File: src/rtl/mips_run_monitor_pkg.sv
// mips_mon_pkg: shared encodings for the MIPS run monitor.
// Holds the FSM state codes and the trace-kind tags.
package mips_mon_pkg;
  typedef enum logic [1:0] {
    IDLE  = 2'd0,
    RUN   = 2'd1,
    DRAIN = 2'd2,
    DONE  = 2'd3
  } state_t;

  localparam logic KIND_REG = 1'b0;
  localparam logic KIND_MEM = 1'b1;
endpackage

File: src/rtl/mips_run_monitor_if.sv
// mips_run_monitor_if: trace stream (valid/ready) from the monitor.
// master: drives valid/kind/addr/data, samples ready; slave: reverse.
interface mips_run_monitor_if #(
  parameter int DATA_W     = 32,
  parameter int MEM_ADDR_W = 10
);
  logic                  valid;
  logic                  ready;
  logic                  kind;
  logic [MEM_ADDR_W-1:0] addr;
  logic [DATA_W-1:0]     data;

  modport master (
    output valid, kind, addr, data,
    input  ready
  );

  modport slave (
    input  valid, kind, addr, data,
    output ready
  );
endinterface

File: src/rtl/mips_run_monitor_trace_fifo.sv
// mon_trace_fifo: dual-push, single-pop FIFO; head read from flops.
// Ports: push_a/push_b (b only with a), pop, head, free, full, empty.
module mon_trace_fifo #(
  parameter int W     = 43,
  parameter int DEPTH = 16,
  localparam int AW   = $clog2(DEPTH),
  localparam int FW   = AW + 1
) (
  input  logic          clk,
  input  logic          reset,
  input  logic          push_a,
  input  logic [W-1:0]  data_a,
  input  logic          push_b,
  input  logic [W-1:0]  data_b,
  input  logic          pop,
  output logic [W-1:0]  head,
  output logic [FW-1:0] free,
  output logic          full,
  output logic          empty
);
  logic [W-1:0]  mem [DEPTH];
  logic [AW-1:0] rd_ptr;
  logic [AW-1:0] wr_ptr;
  logic [FW-1:0] count;
  logic [1:0]    n_push;
  logic          pop_ok;

  assign n_push = {1'b0, push_a} + {1'b0, push_b};
  assign pop_ok = pop && !empty;
  assign head   = mem[rd_ptr];
  assign full   = count == FW'(DEPTH);
  assign empty  = count == '0;
  // slots available to this cycle's pushes, counting this cycle's pop
  assign free   = FW'(DEPTH) - count + FW'(pop_ok);

  always_ff @(posedge clk) begin
    if (reset) begin
      rd_ptr <= '0;
      wr_ptr <= '0;
      count  <= '0;
    end else begin
      wr_ptr <= wr_ptr + AW'(n_push);
      rd_ptr <= rd_ptr + AW'(pop_ok);
      count  <= count + FW'(n_push) - FW'(pop_ok);
    end
  end

  always_ff @(posedge clk) begin
    if (push_a) mem[wr_ptr] <= data_a;
    if (push_b) mem[wr_ptr + AW'(1)] <= data_b;
  end
endmodule

File: src/rtl/mips_run_monitor.sv
// mips_run_monitor: bounded-run sequencer and commit tracer for the core.
// Taps pc/wb/dmem write ports, streams commits on trace; optional
// checksum of pushed entries when MIPS_MON_CHECKSUM_EN is defined.
module mips_run_monitor
  import mips_mon_pkg::*;
#(
  parameter int DATA_W      = 32,
  parameter int REG_ADDR_W  = 5,
  parameter int MEM_ADDR_W  = 10,
  parameter int FIFO_DEPTH  = 16,
  parameter int MAX_CYCLES  = 500,
  parameter int HALT_STABLE = 4,
  localparam int CW = $clog2(MAX_CYCLES + 1)
) (
  input  logic                  clk,
  input  logic                  reset,
  input  logic                  start_i,
  input  logic [DATA_W-1:0]     pc_i,
  input  logic                  rf_we_i,
  input  logic [REG_ADDR_W-1:0] rf_waddr_i,
  input  logic [DATA_W-1:0]     rf_wdata_i,
  input  logic                  dm_we_i,
  input  logic [MEM_ADDR_W-1:0] dm_addr_i,
  input  logic [DATA_W-1:0]     dm_wdata_i,
  mips_run_monitor_if.master    trace,
  output logic [1:0]            state_o,
  output logic [CW-1:0]         cycle_count_o,
  output logic [15:0]           dropped_o,
  output logic                  done_o,
  output logic                  timeout_o,
  output logic [DATA_W-1:0]     checksum_o
);
  localparam int EW = 1 + MEM_ADDR_W + DATA_W;
  localparam int HW = $clog2(HALT_STABLE + 1);
  localparam int FW = $clog2(FIFO_DEPTH) + 1;

  state_t            state, nxt;
  logic [CW-1:0]     cnt, cnt_nx;
  logic [HW-1:0]     hc, hc_nx;
  logic [DATA_W-1:0] pc_q;
  logic [15:0]       drop;
  logic [16:0]       drop_sum;
  logic              tmo;
  logic              run, enter, halt, budget;
  logic              rf_ev, dm_ev;
  logic              push_a, push_b, pop;
  logic [EW-1:0]     data_a, data_b, head, mem_e, reg_e;
  logic [FW-1:0]     free;
  logic              full, empty, room2;
  logic [1:0]        n_drop;

  assign run    = state == RUN;
  assign enter  = start_i && (state == IDLE || state == DONE);
  assign cnt_nx = cnt + CW'(1);
  // cnt is zero only in the first RUN cycle, which counts as a PC change
  assign hc_nx  = (cnt != '0 && pc_i == pc_q) ? hc + HW'(1) : '0;
  assign halt   = hc_nx == HW'(HALT_STABLE);
  assign budget = cnt_nx == CW'(MAX_CYCLES);

  assign rf_ev = run && rf_we_i && rf_waddr_i != '0;
  assign dm_ev = run && dm_we_i;
  assign mem_e = {KIND_MEM, dm_addr_i, dm_wdata_i};
  assign reg_e = {KIND_REG, MEM_ADDR_W'(rf_waddr_i), rf_wdata_i};
  assign room2 = free >= FW'(2);
  assign pop   = !empty && trace.ready;

  // memory write takes the first slot; register write the second
  always_comb begin
    push_a = 1'b0;
    push_b = 1'b0;
    data_a = reg_e;
    data_b = reg_e;
    n_drop = 2'd0;
    if (dm_ev) begin
      data_a = mem_e;
      if (!full || pop) begin
        push_a = 1'b1;
        push_b = rf_ev && room2;
        n_drop = {1'b0, rf_ev && !room2};
      end else begin
        n_drop = {1'b0, 1'b1} + {1'b0, rf_ev};
      end
    end else if (rf_ev) begin
      if (!full || pop) push_a = 1'b1;
      else n_drop = 2'd1;
    end
  end

  mon_trace_fifo #(
    .W     (EW),
    .DEPTH (FIFO_DEPTH)
  ) u_fifo (
    .clk    (clk),
    .reset  (reset),
    .push_a (push_a),
    .data_a (data_a),
    .push_b (push_b),
    .data_b (data_b),
    .pop    (pop),
    .head   (head),
    .free   (free),
    .full   (full),
    .empty  (empty)
  );

  always_comb begin
    nxt = state;
    unique case (state)
      IDLE, DONE: if (start_i) nxt = RUN;
      RUN:        if (halt || budget) nxt = DRAIN;
      DRAIN:      if (empty) nxt = DONE;
      default:    nxt = IDLE;
    endcase
  end

  always_ff @(posedge clk) begin
    if (reset) state <= IDLE;
    else       state <= nxt;
  end

  assign drop_sum = {1'b0, drop} + {15'd0, n_drop};

  always_ff @(posedge clk) begin
    if (reset || enter) begin
      cnt  <= '0;
      hc   <= '0;
      drop <= '0;
      tmo  <= 1'b0;
      if (reset) pc_q <= '0;
    end else if (run) begin
      cnt  <= cnt_nx;
      hc   <= hc_nx;
      pc_q <= pc_i;
      drop <= drop_sum[16] ? 16'hFFFF : drop_sum[15:0];
      tmo  <= budget && !halt;
    end
  end

`ifdef MIPS_MON_CHECKSUM_EN
  logic [DATA_W-1:0] csum, csum_a, csum_nx;

  function automatic logic [DATA_W-1:0] mix(
    input logic [DATA_W-1:0] c,
    input logic [EW-1:0]     e
  );
    return (c <<< 1) ^ e[DATA_W-1:0]
         ^ DATA_W'(e[DATA_W +: MEM_ADDR_W]);
  endfunction

  assign csum_a  = push_a ? mix(csum, data_a) : csum;
  assign csum_nx = push_b ? mix(csum_a, data_b) : csum_a;

  always_ff @(posedge clk) begin
    if (reset || enter) csum <= '0;
    else if (run)       csum <= csum_nx;
  end

  assign checksum_o = csum;
`else
  assign checksum_o = '0;
`endif

  assign trace.valid = !empty;
  assign {trace.kind, trace.addr, trace.data} = head;

  assign state_o       = state;
  assign cycle_count_o = cnt;
  assign dropped_o     = drop;
  assign done_o        = state == DONE;
  assign timeout_o     = tmo;
endmodule
File: src/flat_wrapper.sv
// flat-port wrapper written by rule: the top's interface ports become plain ports
module mips_run_monitor_flat import mips_mon_pkg::*;
#(
  parameter int DATA_W      = 32,
  parameter int REG_ADDR_W  = 5,
  parameter int MEM_ADDR_W  = 10,
  parameter int FIFO_DEPTH  = 16,
  parameter int MAX_CYCLES  = 500,
  parameter int HALT_STABLE = 4,
  localparam int CW = $clog2(MAX_CYCLES + 1)
)
  (clk, reset, start_i, pc_i, rf_we_i, rf_waddr_i, rf_wdata_i, dm_we_i, dm_addr_i, dm_wdata_i, state_o, cycle_count_o, dropped_o, done_o, timeout_o, checksum_o, trace_valid, trace_kind, trace_addr, trace_data, trace_ready);
  mips_run_monitor_if #(.DATA_W(DATA_W), .MEM_ADDR_W(MEM_ADDR_W)) trace_i ();
  input  logic clk;
  input  logic reset;
  input  logic start_i;
  input  logic [DATA_W-1:0] pc_i;
  input  logic rf_we_i;
  input  logic [REG_ADDR_W-1:0] rf_waddr_i;
  input  logic [DATA_W-1:0] rf_wdata_i;
  input  logic dm_we_i;
  input  logic [MEM_ADDR_W-1:0] dm_addr_i;
  input  logic [DATA_W-1:0] dm_wdata_i;
  output logic [1:0] state_o;
  output logic [CW-1:0] cycle_count_o;
  output logic [15:0] dropped_o;
  output logic done_o;
  output logic timeout_o;
  output logic [DATA_W-1:0] checksum_o;
  output wire logic [$bits(trace_i.valid)-1:0] trace_valid;
  output wire logic [$bits(trace_i.kind)-1:0] trace_kind;
  output wire logic [$bits(trace_i.addr)-1:0] trace_addr;
  output wire logic [$bits(trace_i.data)-1:0] trace_data;
  input wire logic [$bits(trace_i.ready)-1:0] trace_ready;
  assign trace_valid = trace_i.valid;
  assign trace_kind = trace_i.kind;
  assign trace_addr = trace_i.addr;
  assign trace_data = trace_i.data;
  assign trace_i.ready = trace_ready;
  mips_run_monitor #(.DATA_W(DATA_W), .REG_ADDR_W(REG_ADDR_W), .MEM_ADDR_W(MEM_ADDR_W), .FIFO_DEPTH(FIFO_DEPTH), .MAX_CYCLES(MAX_CYCLES), .HALT_STABLE(HALT_STABLE)) u_core (.clk(clk), .reset(reset), .start_i(start_i), .pc_i(pc_i), .rf_we_i(rf_we_i), .rf_waddr_i(rf_waddr_i), .rf_wdata_i(rf_wdata_i), .dm_we_i(dm_we_i), .dm_addr_i(dm_addr_i), .dm_wdata_i(dm_wdata_i), .trace(trace_i), .state_o(state_o), .cycle_count_o(cycle_count_o), .dropped_o(dropped_o), .done_o(done_o), .timeout_o(timeout_o), .checksum_o(checksum_o));
endmodule
File: config.mk
export PLATFORM = sky130hd
export DESIGN_NAME = mips_run_monitor_flat
export DESIGN_NICKNAME = d
export VERILOG_FILES = /design/src/rtl/mips_run_monitor_pkg.sv /design/src/rtl/mips_run_monitor_if.sv /design/src/rtl/mips_run_monitor_trace_fifo.sv /design/src/rtl/mips_run_monitor.sv /design/src/flat_wrapper.sv
export SDC_FILE = /design/constraint.sdc
export NUM_CORES = 1
export LEC_CHECK = 0
export CAP_MARGIN = 15
export CORE_MARGIN = 3
export CORE_UTILIZATION = 54
export CTS_BUF_LIST = sky130_fd_sc_hd__clkbuf_4
export DETAILED_ROUTE_END_ITERATION = 7
export PLACE_DENSITY_LB_ADDON = 0.25
export SLEW_MARGIN = 20
export SYNTH_ARGS = -nofsm -noshare
export SYNTH_HDL_FRONTEND = slang
export SYNTH_HIERARCHICAL = 1
export SYNTH_SLANG_ARGS = --single-unit
File: constraint.sdc
create_clock -name clk -period 7.51 [get_ports clk]
set_input_delay 2.253 -clock clk [delete_from_list [all_inputs] [get_ports clk]]
set_output_delay 2.253 -clock clk [all_outputs]
set_load 0.05 [all_outputs]
==> summary.txt <==
Worst setup path
  – R2r worst-path depth: 25
  – Worst Setup Path Type: reg -> out
  – Highest-delay cell along the critical path: and2_2
  – Worst r2r src: u_core/u_fifo/count[2]
  – Worst EP required: 5260 ps
  – Critical path arrival: 4180 ps
  – R2R Path End: u_core/dropped_o[2]
  – CP Launch Type: flip-flop
  – CP cell instances: and2_2 -> buf_4 -> a22oi_1 -> nand2_1 -> clkdlybuf4s50_1
  – Slowest stage delay, CP: just over 900 ps
  – R2R setup slack: 3060 ps
  – Max FO, Critical Path: 27
  – CP endpoint kind: output pin

STA
  – Slack of the critical path: 1070 ps
  – Clock Skew: 52.5 ps
  – Rel. slew slack: between 20% and 30%
  – WHS: 488 ps
  – Setup total negative slack: 0 ps
  – Final min period: 6440 ps
  – Final worst path period share: a little under nine tenths
  – Slew Viols, Final: 0
  – RSZ-0062 raised after global routing: no
  – Endpoints failing setup: 0
  – Hold Fails Final Rpt: 0
  – Worst-margin pin slew: 1070 ps
  – Maximum clock rate: about 160 MHz

Placed design
  – Port bufs: 189
  – Routability cong.: around 0.83
  – Setup WS pre-CTS: ~1200 ps
  – DPL Wire Length: roughly 57000 um

Global route
  – Total Routing Usage GR: 27.0%
  – Grt ovf: 0
  – First-pass GRT wire length: 155000 um
  – Vias in the first global route: 25000
  – Initial antenna violation count: 3
  – Largest net degree at the start of global routing: 64

Power
  – Combinational power share: between 30% and 40%
  – VDD IR-drop max: 0.192 mV
  – Clock share of power: 27.9%
  – P_int: 9240 uW
  – Net Sw Frac: 31.2%
  – P_sw: 4190 uW
  – Reg power frac: 39.9%
  – P_leak: around 0.015 uW
  – Power Dens Cells: 297 nW/um^2

Clock network
  – Clk root buf: clkbuf_4
  – Clock buffers created by TritonCTS: 200
  – Clk_lat worst skew: 1050 ps
  – H-tree depth: 4
  – Clock-pin slew on the worst setup and hold paths: 70 ps
  – Postcts setup bufs: 0
  – Hold_buf cts: 0
  – Post-CTS sizing: 0
  – Number of clock sinks: 764
  – CTS tree: done
  – CTS Buffer Depth: 3

Logic synthesis
  – Syn Area/Cell: 16.2 um^2
  – Mapped Cells: 2433
  – Yosys warns: 6
  – Post-Syn Area: around 39000 um^2

Run status
  – Status: finished, final reports clean

Final layout
  – Final-stage net count: 2856
  – Fin util: 62.8%
  – Layout area overhead: 14.5%
  – Fillers: 5336
  – Ratio of cells with drive above 1 in the final layout: 46.2%

Detailed routing
  – Total wire length: 104000 um
  – 1st-iter DRT viols: between 2000 and 2500
  – First drt pass iteration count: 5
  – Post-DR vias/cell: 6.20
  – DRC: 0
  – DR WL/cell: between 20 and 30 um
  – DRT antenna net count: 0
  – Via count: 23700

Job
  – MaxCap Viol Count: 0

Worst hold path
  – Hold_sp: u_core/timeout_o
  – WHS Endpoint: u_core/timeout_o
  – Worst Hold Path Cells: 2
  – Hold Path Class: reg -> reg

Floorplan
  – Die W: 276 um
  – Starting Density: 54.9%
  – # IOs: 222
  – # rows: slightly below 100
  – Die height: between 200 and 300 um
  – Core Region: 72000 um^2
  – Die Area: 76400 um^2
==> power groups by stage <==
stage	Combinational (uW)	Clock (uW)	Sequential, uW
floorplan	3240	0	5380
global placement	4230	0	5430
detailed placement	4330	0	5450
CTS	4340	3840	5360
global route	4620	4060	5390
finish	4330	3740	5360
==> worst max-delay path by stage <==
stage | from | end | slack, ps | depth (start not counted)
after floorplan | trace_ready | u_core/u_fifo/mem[12][0] | 750 | 13
after global placement | rf_waddr_i[2] | u_core/dropped_o[2] | 1230 | 16
after detailed placement | trace_ready | u_core/dropped_o[2] | 1210 | 22
after CTS | u_core/u_fifo/rd_ptr[2] | trace_addr[8] | 1020 | 5
after global routing | u_core/u_fifo/rd_ptr[2] | trace_addr[8] | 930 | 5
final | u_core/u_fifo/rd_ptr[2] | trace_addr[8] | 1070 | 5
==> through the flow <==
stage | total power, uW | cells | cell area (um^2)
2_1_floorplan | 8620 | 2506 | 39800
3_3_place_gp | 9660 | 3460 | 42500
3_5_place_dp | 9780 | 3460 | 42500
4_1_cts | 13500 | 3812 | 45200
5_1_grt | 14100 | 3814 | 45200
6_report | 13400 | 3814 | 45200
==> worst max-delay path, delay by kind of cell, from the launching register on <==
family                 cells  cell delay [ps]
AOI/OAI and AO/OA          1              120
buffers and inverters      2             1340
DFF                        1              520
and+or+nand+nor            2             1200
==> area by class of cell <==
type | instances | area, um^2 | share of cell area [%]
Tap cell | 950 | 1190 | 2.63
Inverter | 28 | 105 | 0.232
Clock inverter | 41 | 323 | 0.714
Sequential cell | 764 | 22500 | 49.8
Clock buffer | 311 | 2330 | 5.16
Timing Repair Buffer | 267 | 2650 | 5.86
Antenna cell | 1 | 2.50 | 0.00554
Multi-Input combinational cell | 1452 | 16100 | 35.6
==> flip-flops by register name, indices dropped and copies added, names as in the netlist <==
| register | cells |
|---|---|
| u_core/u_fifo/rd_ptr | 4 |
| u_core/cycle_count_o | 9 |
| u_core/dropped_o | 16 |
| u_core/hc | 3 |
| u_core/u_fifo/count | 5 |
| u_core/pc_q | 32 |
| u_core/timeout_o | 1 |
| u_core/u_fifo/wr_ptr | 4 |
| u_core/state_o | 2 |
| u_core/u_fifo/mem | 688 |
==> routing by layer <==
metal / share of wire [%] / wire length (um) / vias to the layer above / track usage, %
li1: - / - / 10100 / -
met1: 39 / 40800 / 12200 / 35.6
met2: 49 / 50800 / 1145 / 44.0
met3: 8.9 / 9220 / 203 / 6.63
met4: 2.7 / 2840 / 4 / 9.60
met5: 0.021 / 22 / - / 0
==> layout by cell type (no fill, tap or decap), types with 11 or more instances in the layout <==
master / instances
a21oi_1: 22
a22oi_1: 87
and2_1: 35
buf_12: 12
buf_4: 65
clkbuf_4: 311
clkdlybuf4s50_1: 189
clkinv_1: 26
conb_1: 74
dfxtp_1: 42
edfxtp_1: 720
ha_1: 23
inv_1: 28
mux2_1: 24
mux2_2: 622
mux2_4: 81
mux4_2: 172
nand2_1: 68
nand4_1: 13
nor2_1: 30
nor2_4: 15
nor2b_1: 11
xnor2_1: 45
xor2_1: 15
Power figures use the tool's default switching activity.
